`config.mk`:
```
export PLATFORM = sky130hd
export DESIGN_NAME = seg_max_sub
export DESIGN_NICKNAME = d
export VERILOG_FILES = /design/src/rtl/seg_max_sub_pkg.sv /design/src/rtl/seg_max_cmp.sv /design/src/rtl/seg_max_sub.sv
export SDC_FILE = /design/constraint.sdc
export NUM_CORES = 1
export LEC_CHECK = 0
export CAP_MARGIN = 20
export CORE_ASPECT_RATIO = 0.8
export CORE_MARGIN = 2
export CORE_UTILIZATION = 40
export CTS_CLUSTER_DIAMETER = 150
export DETAILED_ROUTE_END_ITERATION = 8
export HOLD_SLACK_MARGIN = 0.12
export PLACE_DENSITY = 0.53
export SLEW_MARGIN = 20
export SYNTH_ARGS = -nofsm -noshare
export SYNTH_HDL_FRONTEND = slang
export SYNTH_SLANG_ARGS = --single-unit
```
`constraint.sdc`:
```
create_clock -name clk -period 15.2 [get_ports clk]
set_clock_uncertainty 0.2 [all_clocks]
set_input_delay 3.8 -clock clk [delete_from_list [all_inputs] [get_ports clk]]
set_output_delay 3.8 -clock clk [all_outputs]
set_load 0.02 [all_outputs]
```
`src/rtl/seg_max_sub_pkg.sv`:
```
// seg_max_sub_pkg
//   Shared definitions for the segmented max-subtract block: FSM state
//   encoding, out_kind encodings, default parameter values and a small
//   width helper.
package seg_max_sub_pkg;

  typedef enum logic [1:0] {
    ST_LOAD   = 2'd0,
    ST_EMIT_X = 2'd1,
    ST_EMIT_F = 2'd2
  } state_t;

  localparam logic KIND_ELEM = 1'b0;   // x_i - LM[s]
  localparam logic KIND_FACT = 1'b1;   // LM[s] - GM

  localparam int DATA_W_DEF    = 16;
  localparam int SEG_LEN_DEF   = 16;
  localparam int SEG_NUM_DEF   = 4;
  localparam int CLAMP_MAG_DEF = 127;

  // Index width that never collapses to zero bits (SEG_NUM may be 1).
  function automatic int clog2_min1(input int v);
    return (v <= 2) ? 1 : $clog2(v);
  endfunction

endpackage

```
`src/rtl/seg_max_cmp.sv`:
```
// seg_max_cmp
//   Signed running-max step. When first is set the incoming sample seeds
//   the max; otherwise the larger of din and cur_max is kept, with ties
//   keeping cur_max.
// Ports:
//   din      - incoming sample (signed, W bits)
//   cur_max  - currently stored maximum
//   first    - first sample of the group, load din unconditionally
//   next_max - maximum including din
module seg_max_cmp #(
  parameter int W = 16
) (
  input  logic signed [W-1:0] din,
  input  logic signed [W-1:0] cur_max,
  input  logic                first,
  output logic signed [W-1:0] next_max
);

  always_comb begin
    next_max = cur_max;
    if (first)
      next_max = din;
    else if (din > cur_max)
      next_max = din;
  end

endmodule

```
`src/rtl/seg_max_sub.sv`:
```
// seg_max_sub
//   Collects one row of SEG_LEN*SEG_NUM signed samples, tracking each
//   segment's local max (LM) and the row's global max (GM), then streams
//   out every x_k - LM[seg(k)] followed by every LM[s] - GM. All
//   differences are formed on DATA_W+1 bits so they never wrap.
//   Optional macro SEGMAX_CLAMP_EN: differences below -CLAMP_MAG are
//   replaced by -CLAMP_MAG.
// Ports:
//   clk       - clock, rising edge
//   reset     - asynchronous active-low reset
//   in_valid  / in_ready  / in_data            - sample input handshake
//   out_valid / out_ready / out_data           - difference output handshake
//   out_kind  - 0 element term, 1 factor term
//   out_seg   - segment index of the current output
//   busy      - low only when idle in LOAD with nothing held
//
// state     | meaning
// ----------+-----------------------------------------------
// ST_LOAD   | accepting samples, updating LM/GM
// ST_EMIT_X | streaming x_k - LM[k/SEG_LEN], k = 0..N-1
// ST_EMIT_F | streaming LM[s] - GM, s = 0..SEG_NUM-1
module seg_max_sub
  import seg_max_sub_pkg::*;
#(
  parameter int DATA_W    = DATA_W_DEF,
  parameter int SEG_LEN   = SEG_LEN_DEF,
  parameter int SEG_NUM   = SEG_NUM_DEF,
  parameter int CLAMP_MAG = CLAMP_MAG_DEF,
  localparam int SEG_W    = clog2_min1(SEG_NUM)
) (
  input  logic                     clk,
  input  logic                     reset,
  input  logic                     in_valid,
  output logic                     in_ready,
  input  logic signed [DATA_W-1:0] in_data,
  output logic                     out_valid,
  input  logic                     out_ready,
  output logic signed [DATA_W:0]   out_data,
  output logic                     out_kind,
  output logic [SEG_W-1:0]         out_seg,
  output logic                     busy
);

  localparam int N     = SEG_LEN * SEG_NUM;
  localparam int IDX_W = $clog2(N);
  localparam int LEN_W = $clog2(SEG_LEN);

  localparam logic [IDX_W-1:0] LAST_IDX = IDX_W'(N - 1);
  localparam logic [IDX_W-1:0] OFS_MASK = IDX_W'(SEG_LEN - 1);
  localparam logic [SEG_W-1:0] LAST_SEG = SEG_W'(SEG_NUM - 1);

  if (SEG_LEN < 2 || (SEG_LEN & (SEG_LEN - 1)) != 0) begin : g_bad_seg_len
    $error("seg_max_sub: SEG_LEN must be a power of two >= 2");
  end
  if (SEG_NUM < 1 || (SEG_NUM & (SEG_NUM - 1)) != 0) begin : g_bad_seg_num
    $error("seg_max_sub: SEG_NUM must be a power of two >= 1");
  end
  if (CLAMP_MAG < 0) begin : g_bad_clamp
    $error("seg_max_sub: CLAMP_MAG must be non-negative");
  end

`ifdef SEGMAX_CLAMP_EN
  localparam logic signed [DATA_W:0] NEG_CLAMP = -((DATA_W+1)'(CLAMP_MAG));
`endif

  function automatic logic signed [DATA_W:0] sext(input logic signed [DATA_W-1:0] v);
    return {v[DATA_W-1], v};
  endfunction

  state_t                   state, state_nxt;
  logic [IDX_W-1:0]         idx, idx_nxt;
  logic [SEG_W-1:0]         fseg, fseg_nxt;

  logic signed [DATA_W-1:0] mem [N];
  logic signed [DATA_W-1:0] lm  [SEG_NUM];
  logic signed [DATA_W-1:0] gm;

  logic                     accept, xfer;
  logic [SEG_W-1:0]         idx_seg;
  logic                     first_in_seg, first_in_row;
  logic signed [DATA_W-1:0] lm_cur, lm_next, gm_next;
  logic signed [DATA_W:0]   diff;

  assign accept       = in_valid & in_ready;
  assign xfer         = out_valid & out_ready;
  // Segment-major order: the upper index bits are the segment number.
  assign idx_seg      = SEG_W'(idx >> LEN_W);
  assign first_in_seg = (idx & OFS_MASK) == '0;
  assign first_in_row = idx == '0;
  assign lm_cur       = lm[idx_seg];
  assign busy         = !(state == ST_LOAD && idx == '0);

  seg_max_cmp #(.W(DATA_W)) u_cmp_lm (
    .din      (in_data),
    .cur_max  (lm_cur),
    .first    (first_in_seg),
    .next_max (lm_next)
  );

  seg_max_cmp #(.W(DATA_W)) u_cmp_gm (
    .din      (in_data),
    .cur_max  (gm),
    .first    (first_in_row),
    .next_max (gm_next)
  );

  always_ff @(posedge clk or negedge reset) begin
    if (!reset) begin
      state <= ST_LOAD;
      idx   <= '0;
      fseg  <= '0;
    end else begin
      state <= state_nxt;
      idx   <= idx_nxt;
      fseg  <= fseg_nxt;
    end
  end

  always_comb begin
    state_nxt = state;
    idx_nxt   = idx;
    fseg_nxt  = fseg;
    in_ready  = 1'b0;
    out_valid = 1'b0;
    out_kind  = KIND_ELEM;
    out_seg   = '0;
    diff      = '0;
    case (state)
      ST_LOAD: begin
        in_ready = 1'b1;
        if (accept) begin
          if (idx == LAST_IDX) begin
            state_nxt = ST_EMIT_X;
            idx_nxt   = '0;
          end else begin
            idx_nxt = idx + 1'b1;
          end
        end
      end
      ST_EMIT_X: begin
        out_valid = 1'b1;
        out_seg   = idx_seg;
        diff      = sext(mem[idx]) - sext(lm_cur);
        if (xfer) begin
          if (idx == LAST_IDX) begin
            state_nxt = ST_EMIT_F;
            idx_nxt   = '0;
            fseg_nxt  = '0;
          end else begin
            idx_nxt = idx + 1'b1;
          end
        end
      end
      ST_EMIT_F: begin
        out_valid = 1'b1;
        out_kind  = KIND_FACT;
        out_seg   = fseg;
        diff      = sext(lm[fseg]) - sext(gm);
        if (xfer) begin
          if (fseg == LAST_SEG) begin
            state_nxt = ST_LOAD;
            fseg_nxt  = '0;
          end else begin
            fseg_nxt = fseg + 1'b1;
          end
        end
      end
      default: begin
        state_nxt = ST_LOAD;
        idx_nxt   = '0;
        fseg_nxt  = '0;
      end
    endcase
`ifdef SEGMAX_CLAMP_EN
    out_data = (diff < NEG_CLAMP) ? NEG_CLAMP : diff;
`else
    out_data = diff;
`endif
  end

  always_ff @(posedge clk or negedge reset) begin
    if (!reset) begin
      for (int s = 0; s < SEG_NUM; s++) lm[s] <= '0;
      gm <= '0;
    end else if (accept) begin
      lm[idx_seg] <= lm_next;
      gm          <= gm_next;
    end
  end

  // Sample storage holds no control state, so it is left unreset.
  always_ff @(posedge clk) begin
    if (accept) mem[idx] <= in_data;
  end

endmodule

```
==> key figures <==
Floorplanning
  – Die H: 308 microns
  – Die X: 384 microns
  – Row count: 111
  – Starting Density: 40.4%
  – Die Area: 118,000 sq um
  – Num ports: 43
  – Placeable core area: 115,000 sq um

Clock network
  – TritonCTS clock tree: built
  – Clock Latency Late Sink: 0.71 ns
  – Sink Count: 1,114
  – Cts hold-fix bufs: 0
  – Post-CTS sizing: 0
  – Number of H-tree levels: 3
  – Clock Tree Root: clkbuf_16
  – TritonCTS Buffers: 108
  – # Post-CTS Setup Buffers: 0
  – Clock buffer depth: 3
  – Reg clk slew, reported paths: 0.06 ns

Placement
  – Placement Cell Area: 48,800 sq um
  – PortBufs: 42
  – Placer congestion estimate: 0.972
  – Final HPWL DP: 99,400 microns

Logic synthesis
  – Synth top area cells: edfxtp_1, dfrtp_1, mux4_2, mux2i_1, a22oi_1
  – Top_reg_cell synth: edfxtp_1
  – Post-synth EDFFs: 1,024
  – FFs w/ async S/R, synth: 8.08%
  – Synth Warn #: 0
  – Synthesized flop and latch total: 1,114
  – Yosys top cell by area: edfxtp_1
  – Top cells by count, synth: edfxtp_1, nor2_1, a22oi_1
  – Mapped Cells: 2,914
  – Most frequent cell after synthesis: edfxtp_1
  – Average size of a mapped cell: 15.9 sq um
  – Area share of the largest cell type after synthesis: 66.5%
  – Syn_nets: 3,006
  – Post-Syn Area: 46,200 sq um
  – Seq/Total Area, Yosys: 71.4%
  – Yosys cell types: 82

Final layout
  – Fillers: 9,807
  – Share of cells above drive strength 1: 15.7%
  – Number of diodes: 0
  – Layout Area Growth over Synthesis: 13.9%
  – Cell area after layout: 52,700 sq um
  – Nets: 3,102

Global route
  – Gr ovfl total: 0
  – GRT Util Overall: 27.4%
  – Vias in the first global route: 28,300
  – Initial antenna violation count: 10
  – Largest net degree at the start of global routing: 87
  – First-pass GRT wire length: 227,000 microns

Worst setup path
  – CP Launch Type: register
  – Crit path required time: 11.20 ns
  – Worst r2r src: idx[0]$_DFFE_PN0P_
  – Worst Path Arrival: 7.91 ns
  – CP startpoint: idx[2]$_DFFE_PN0P_
  – Worst-path maximum fanout: 86
  – Worst Setup End Kind: primary output
  – Critical path class: reg2out

Timing
  – Fin crit period: 11.91 ns
  – Crit share post-route: 78.3%
  – Least-Margin Pin Slew: 1.16 ns
  – Normalized max-slew margin: 22.7%
  – Final setup viols: 0
  – Setup_tns: 0 ns
  – Max Fclk: 0.0840 GHz
  – Hold Fails Final Rpt: 0
  – RSZ-0062 raised after global routing: false
  – Max-slew violation count: 0

Run
  – Max-Cap Viols: 0

Detailed routing
  – Antenna Nets Post-Route: 0
  – Via-to-Cell Ratio: 6.39
  – Wirelength per Cell: 35.2 microns
  – Total vias in the final route: 29,600
  – Total wire length: 163,000 microns
  – DR pass1 iterations: 6
  – Initial DRC Count: 4,535
  – Drt drc: 0

Power
  – Int Pwr: 6.60 mW
  – Power per cell area: 203 nW/um^2
  – Clock Power Share: 27.3%
  – Sequential share of power: 34.1%
  – Worst ir drop on vdd: 0.0976 mV
  – Leakage: 17.2 nW
  – P_sw: 4.08 mW
  – Sw Share: 38.2%
  – Logic pwr share: 38.6%

Worst hold path
  – Hold Crit Start: gm[1]$_DFFE_PN0P_
  – Worst Hold Class: reg2reg

Status
  – Status: completed
worst max-delay path: stages (launching register included):
cell and delay (ns):
dfrtp_4 0.80, buf_12 0.55, nand2b_1 0.85, o22ai_1 0.21, a221oi_1 0.25, o22ai_1 0.23
nor4_1 0.80, ha_1 0.32, inv_1 0.07, fa_1 0.47, a211oi_1 0.34, o21ai_0 0.19
a2111oi_0 0.89, o31ai_1 0.19, xnor2_1 0.17, o22ai_1 0.15, clkdlybuf4s50_1 0.64
stage by stage:
stage / hold slack, ns / utilization (%) / total power [mW] / setup WS (ns) / instances
floorplan: 0.270 / - / 6.04 / 6.88 / 2914
global placement: 0.284 / 42.6 / 7.65 / 4.13 / 4425
detailed placement: 0.294 / 42.6 / 7.68 / 4.18 / 4425
CTS: 0.309 / 46.0 / 10.6 / 3.41 / 4630
global route: 0.316 / 46.0 / 11.0 / 2.93 / 4630
finish: 0.308 / 46.0 / 10.7 / 3.29 / 4630
placed cells by master, fill, tap and decap left out, types with 13 or more instances in the layout:
master           netlist  final
edfxtp_1            1024   1024
a22oi_1              146    145
a211oi_1              46     46
xnor2_1               15     15
nor2_1               157    143
inv_1                 46     45
clkinv_2               0     20
nor3_1                40     39
clkbuf_1              85     19
clkdlybuf4s50_1        0     25
clkinv_1               1     20
mux4_2                64     64
a222oi_1              19     19
bufinv_16              0     22
o22a_1                13     13
mux2_1                20     20
ha_1                  70     70
nand4_1               21     21
clkbuf_16              0    111
a22o_1                44     44
nand2b_1              13     13
nand2_1              137    136
mux2_2                46     46
a21oi_1               84     84
buf_2                 76     16
mux2i_1              112    112
nand3_1               14     14
dfrtp_1               90     87
buf_4                  7    133
o21ai_0               94     93
a31oi_1               22     22
a221oi_1             100    100
o22ai_1               52     52
a211o_1               36     36
final cells by class:
type	count	area (sq um)	share of cell area [%]
multi-input combinational	1562	12400	23.5
clock buffer	132	2880	5.46
tap	1525	1910	3.62
sequential	1114	33000	62.7
inverter	47	176	0.335
clock inverter	73	953	1.81
timing repair buffer	177	1380	2.62
power groups by stage:
stage          logic (mW)  registers (mW)  clock network (mW)
5_1_grt              4.30            3.66                3.05
6_report             4.12            3.64                2.92
2_1_floorplan        2.44            3.61                   0
4_1_cts              4.00            3.64                2.94
3_5_place_dp         3.98            3.71                   0
3_3_place_gp         3.96            3.69                   0
flip-flops by register name, summed over array words and instances (netlist names):
signal,cells
gm,16
idx,6
state,2
fseg,2
mem,1024
lm,64
logic make-up after synthesis:
| logic type | synth area share [%] |
|---|---|
| flops | 71.4 |
| compound gates | 12.0 |
| simple gates | 4.86 |
| mux | 7.15 |
| buf+inv | 2.24 |
| fa+ha+maj | 1.98 |
| xor+xnor | 0.398 |
routing by layer:
| layer | wire length (microns) | track usage, % | vias up | share of wire (%) |
|---|---|---|---|---|
| met5 | 29 | 0 | - | 0.018 |
| met1 | 70200 | 41.5 | 15400 | 43 |
| li1 | - | - | 12000 | - |
| met2 | 67400 | 37.8 | 1884 | 41 |
| met3 | 20800 | 8.59 | 279 | 13 |
| met4 | 4590 | 6.95 | 6 | 2.8 |
worst paths after layout:
path	cells after the start	slack (ns)	end
worst max-delay path	16	3.29	out_data[14]
worst max register to register	6	9.73	mem[49][2]$_DFFE_PP_
min in group asynchronous	1	2.76	gm[14]$_DFFE_PN0P_
max in group asynchronous	2	10.94	lm[20]$_DFFE_PN0P_
worst min register to register	1	0.31	gm[1]$_DFFE_PN0P_
worst min-delay path	1	0.31	gm[1]$_DFFE_PN0P_
(Power assumes the default switching activity.)
==> patch 1, RTL diff (same flow settings) <==
Put a register stage on the output `out_seg`. The value now appears one clock later. The other outputs are not delayed to match.
--- a/src/rtl/seg_max_sub.sv
+++ b/src/rtl/seg_max_sub.sv
@@ -50,4 +50,6 @@
   localparam logic [SEG_W-1:0] LAST_SEG = SEG_W'(SEG_NUM - 1);
 
+  logic [SEG_W-1:0] out_seg_d;
+
   if (SEG_LEN < 2 || (SEG_LEN & (SEG_LEN - 1)) != 0) begin : g_bad_seg_len
     $error("seg_max_sub: SEG_LEN must be a power of two >= 2");
@@ -124,5 +126,5 @@
     out_valid = 1'b0;
     out_kind  = KIND_ELEM;
-    out_seg   = '0;
+    out_seg_d = '0;
     diff      = '0;
     case (state)
@@ -140,5 +142,5 @@
       ST_EMIT_X: begin
         out_valid = 1'b1;
-        out_seg   = idx_seg;
+        out_seg_d = idx_seg;
         diff      = sext(mem[idx]) - sext(lm_cur);
         if (xfer) begin
@@ -155,5 +157,5 @@
         out_valid = 1'b1;
         out_kind  = KIND_FACT;
-        out_seg   = fseg;
+        out_seg_d = fseg;
         diff      = sext(lm[fseg]) - sext(gm);
         if (xfer) begin
@@ -194,4 +196,8 @@
   end
 
+  always_ff @(posedge clk) begin
+    out_seg <= out_seg_d;
+  end
+
 endmodule
 
Behaviour: same outputs for any inputs over 4 cycles, from zero or initial values and one cycle with reset low; that may be too few to reach the edited logic, so the function may still have changed.
==> patch 1 against the original RTL <==
Synthesized area is 4.0% lower; critical path depth up 3; design area down 4.7%; power shrank 12%; wire length decreased by 16%; worst setup slack improved by 550 ps; cell count decreased by 6.2%; sequential cell count is 2 higher; critical endpoint is now out_data[16].
==> patch 1: results (changes against the original RTL) <==
run_status: "complete, no violations"
viasPerCell: 6.221  # -2.7%
routed-wl-met3_um: 14010  # -33%
numCtsBuffers: 105  # -2.8%
wl_per_cell_um: 31.60  # -10%
p_seq_w: 0.00360  # -1%
hold_start: "lm[30]"
async_flop_share_pct: 8.065  # -0.014 points
synth_top_cells_by_area: "edfxtp_1, a22oi_1, dfrtp_1, ha_1, mux4_2"
slowest_delay_ps: 650  # -240 ps
gp_congestion: 0.8930  # -8.2%
drive_gt1_share_pct: 13.11  # -2.6 points
ys_seq_area_share_pct: 74.44  # +3.1 points
synthTopCellsByCount: "edfxtp_1, a22oi_1, clkbuf_1, nor2_1, dfrtp_1"
firstDrtPassIters: 5  # -1
syn-num-nets: 2815  # -6.4%
drt-initial-drc-count: 3478  # -23%
regToRegStartpoint: "idx[4]"
grt_use_total_pct: 24.01  # -3.4 points
grt_pass1_vias: 26230  # -7.3%
p_sw_w: 0.003375  # -17%
finalNonFillerCells: 4341  # -6.2%
hold_depth: 2  # +1
met2_usage_pct: 34.25  # -3.6 points
post_dp_cell_area_um2: 46940  # -3.9%
pwr-share-comb_pct: 35.2  # -3.4 points
dpl.hpwl_um: 78860  # -21%
patch 1: cell types whose count changed after synthesis, sizes merged, moves of 48 or more:
cell,unedited run,this run
o21ai,95,42
a41oi,5,53
a22oi,146,387
buf,106,51
mux2i,112,17
nand2,137,73
patch 1: cell families after synthesis:
family	after synthesis	synth area share [%]
compound gates	841	14.09
xor+xnor	21	0.4143
fa+ha+maj	72	2.063
buf+inv	225	1.984
flops	1116	74.44
mux	83	2.954
simple gates	365	4.062
patch 1: layout make-up:
type | count | area [um2]
tap | 1443 | 1805
timing repair buffer | 161 | 1294
multi-input combinational | 1382 | 10640
clock inverter | 54 | 437.9
fill | 9415 | 60110
clock buffer | 137 | 2819
sequential | 1116 | 33040
inverter | 48 | 180.2
patch 1: how the worst max path moves through the flow:
stage	to	startpoint	slack, ps	depth (start not counted)
6_report	out_data[16]	idx[0]	3840	19
3_3_place_gp	out_data[16]	idx[0]	4790	19
5_1_grt	out_data[16]	idx[0]	3500	19
2_1_floorplan	out_data[16]	idx[1]	6980	18
4_1_cts	out_data[16]	idx[0]	3930	19
3_5_place_dp	out_data[16]	idx[0]	4710	19
patch 1: worst max-delay path, delay by kind of cell, from the launching register on:
family / cells / cell delay (ps)
adders and majority gates: 2 / 770
AOI/OAI and AO/OA: 8 / 1980
and+or+nand+nor: 5 / 1810
buffers and inverters: 4 / 1390
DFF: 1 / 560
patch 1: stage by stage:
stage                     util (%)  worst slack (ps)
final                        45.52              3839
after CTS                    45.49              3930
after global routing         45.52              3504
after floorplan                  -              6983
after detailed placement     42.54              4714
after global placement       42.49              4794
==> patch 2, RTL diff (same flow settings) <==
Without the edit above. Set the package constant `DATA_W_DEF` to 12 (it was 16).
--- a/src/rtl/seg_max_sub_pkg.sv
+++ b/src/rtl/seg_max_sub_pkg.sv
@@ -14,5 +14,5 @@
   localparam logic KIND_FACT = 1'b1;   // LM[s] - GM
 
-  localparam int DATA_W_DEF    = 16;
+  localparam int DATA_W_DEF    = 12;
   localparam int SEG_LEN_DEF   = 16;
   localparam int SEG_NUM_DEF   = 4;
Ports: changed (resized in_data and out_data); port bits go from 43 to 35. The function was not compared with the original's and may differ.
==> patch 2 against the original RTL <==
Sequential cell count fell by 276; worst setup slack better by 510 ps; power down 26%; synthesized cell count decreased by 28%; wire length shrank 33%; sequential power decreased by 24%; highest routed layer unchanged; clock power shrank 28%; sequential share of layout area decreased by 0.25 points; design area fell by 24%; cell count down 26%; synthesized area fell by 24%; non-clock buffer count is 31 lower.
==> patch 2: results (changes against the original RTL) <==
run_status: "complete, no violations"
antenna_cells: 1  # +1
post_dp_cell_area_um2: 37030  # -24%
r2r-end: "mem[61][11]"
top_regs: "mem (768), lm (48), gm (12)"
worst_r2r_path_depth: 5  # -1
dp_cells: 3264  # -26%
p_sw_w: 0.002895  # -29%
ff2ff_setup_slack_ps: 10180  # +450 ps
n_clock_buffer: 111  # -16%
grt_pass1_wl_um: 153900  # -32%
worstPathArrival_ps: 7400  # -510 ps
async_flop_share_pct: 8.353  # +0.27 points
met1_usage_pct: 37.45  # -4.1 points
drt-initial-drc-count: 2998  # -34%
io_buffer_count: 34  # -19%
worst_skew_pair.late_latency_ps: 650  # -60 ps
nonClkBufAreaFrac_pct: 2.843  # +0.22 points
slew_headroom_pct: 27.51  # +4.9 points
multi_input_cells: 1102  # -29%
seq_share_pct: 62.41  # -0.25 points
clkCellAreaFrac_pct: 6.898  # -0.37 points
p_leak_nw: 13.14  # -24%
dpl.hpwl_um: 68370  # -31%
hold_end: "gm[8]"
wl_per_cell_um: 31.82  # -9.6%
slowest_delay_ps: 950  # +60 ps
drive_gt1_share_pct: 21.86  # +6.2 points
signal_buffers: 146  # -18%
max-vdd-ir-drop_mv: 0.1159  # +19%
seqCellArea_um2: 24830  # -25%
hold_start: "gm[8]"
numCtsBuffers: 85  # -21%
firstDrtPassIters: 8  # +2
timing.final.ws_setup_ps: 3803  # +511.8 ps
synth_edf_count: 768  # -25%
wl_met1_um: 50270  # -28%
met3_usage_pct: 5.041  # -3.5 points
grt_use_total_pct: 24.18  # -3.2 points
antenna_found_initial: 5  # -5
finalNonFillerCells: 3422  # -26%
patch 2: cell types whose count changed after synthesis, moves of 20 or more:
cell and delta:
a211o_1 -34, buf_2 -26, nor3_1 -31, clkbuf_1 -45, nand2_1 -78, dfrtp_1 -20, mux2_2 +78, a22o_1 -32
mux2i_1 -44, mux4_2 +25, a211oi_1 -30, a22oi_1 -100, edfxtp_1 -256
patch 2: power by group through the flow:
stage	Combinational [W]	Sequential [W]	Clock [W]
6_report	0.00302	0.00275	0.00209
5_1_grt	0.00319	0.00276	0.00221
3_3_place_gp	0.00293	0.00279	0
2_1_floorplan	0.00196	0.00272	0
4_1_cts	0.00295	0.00275	0.00212
3_5_place_dp	0.00294	0.00280	0
patch 2: worst max-delay path by stage:
stage | endpoint | depth (start not counted) | slack (ps)
floorplan | out_data[12] | 17 | 7180
global placement | out_data[12] | 17 | 4580
detailed placement | out_data[12] | 17 | 4550
CTS | out_data[12] | 17 | 3830
global route | out_data[12] | 17 | 3360
finish | out_data[12] | 17 | 3800
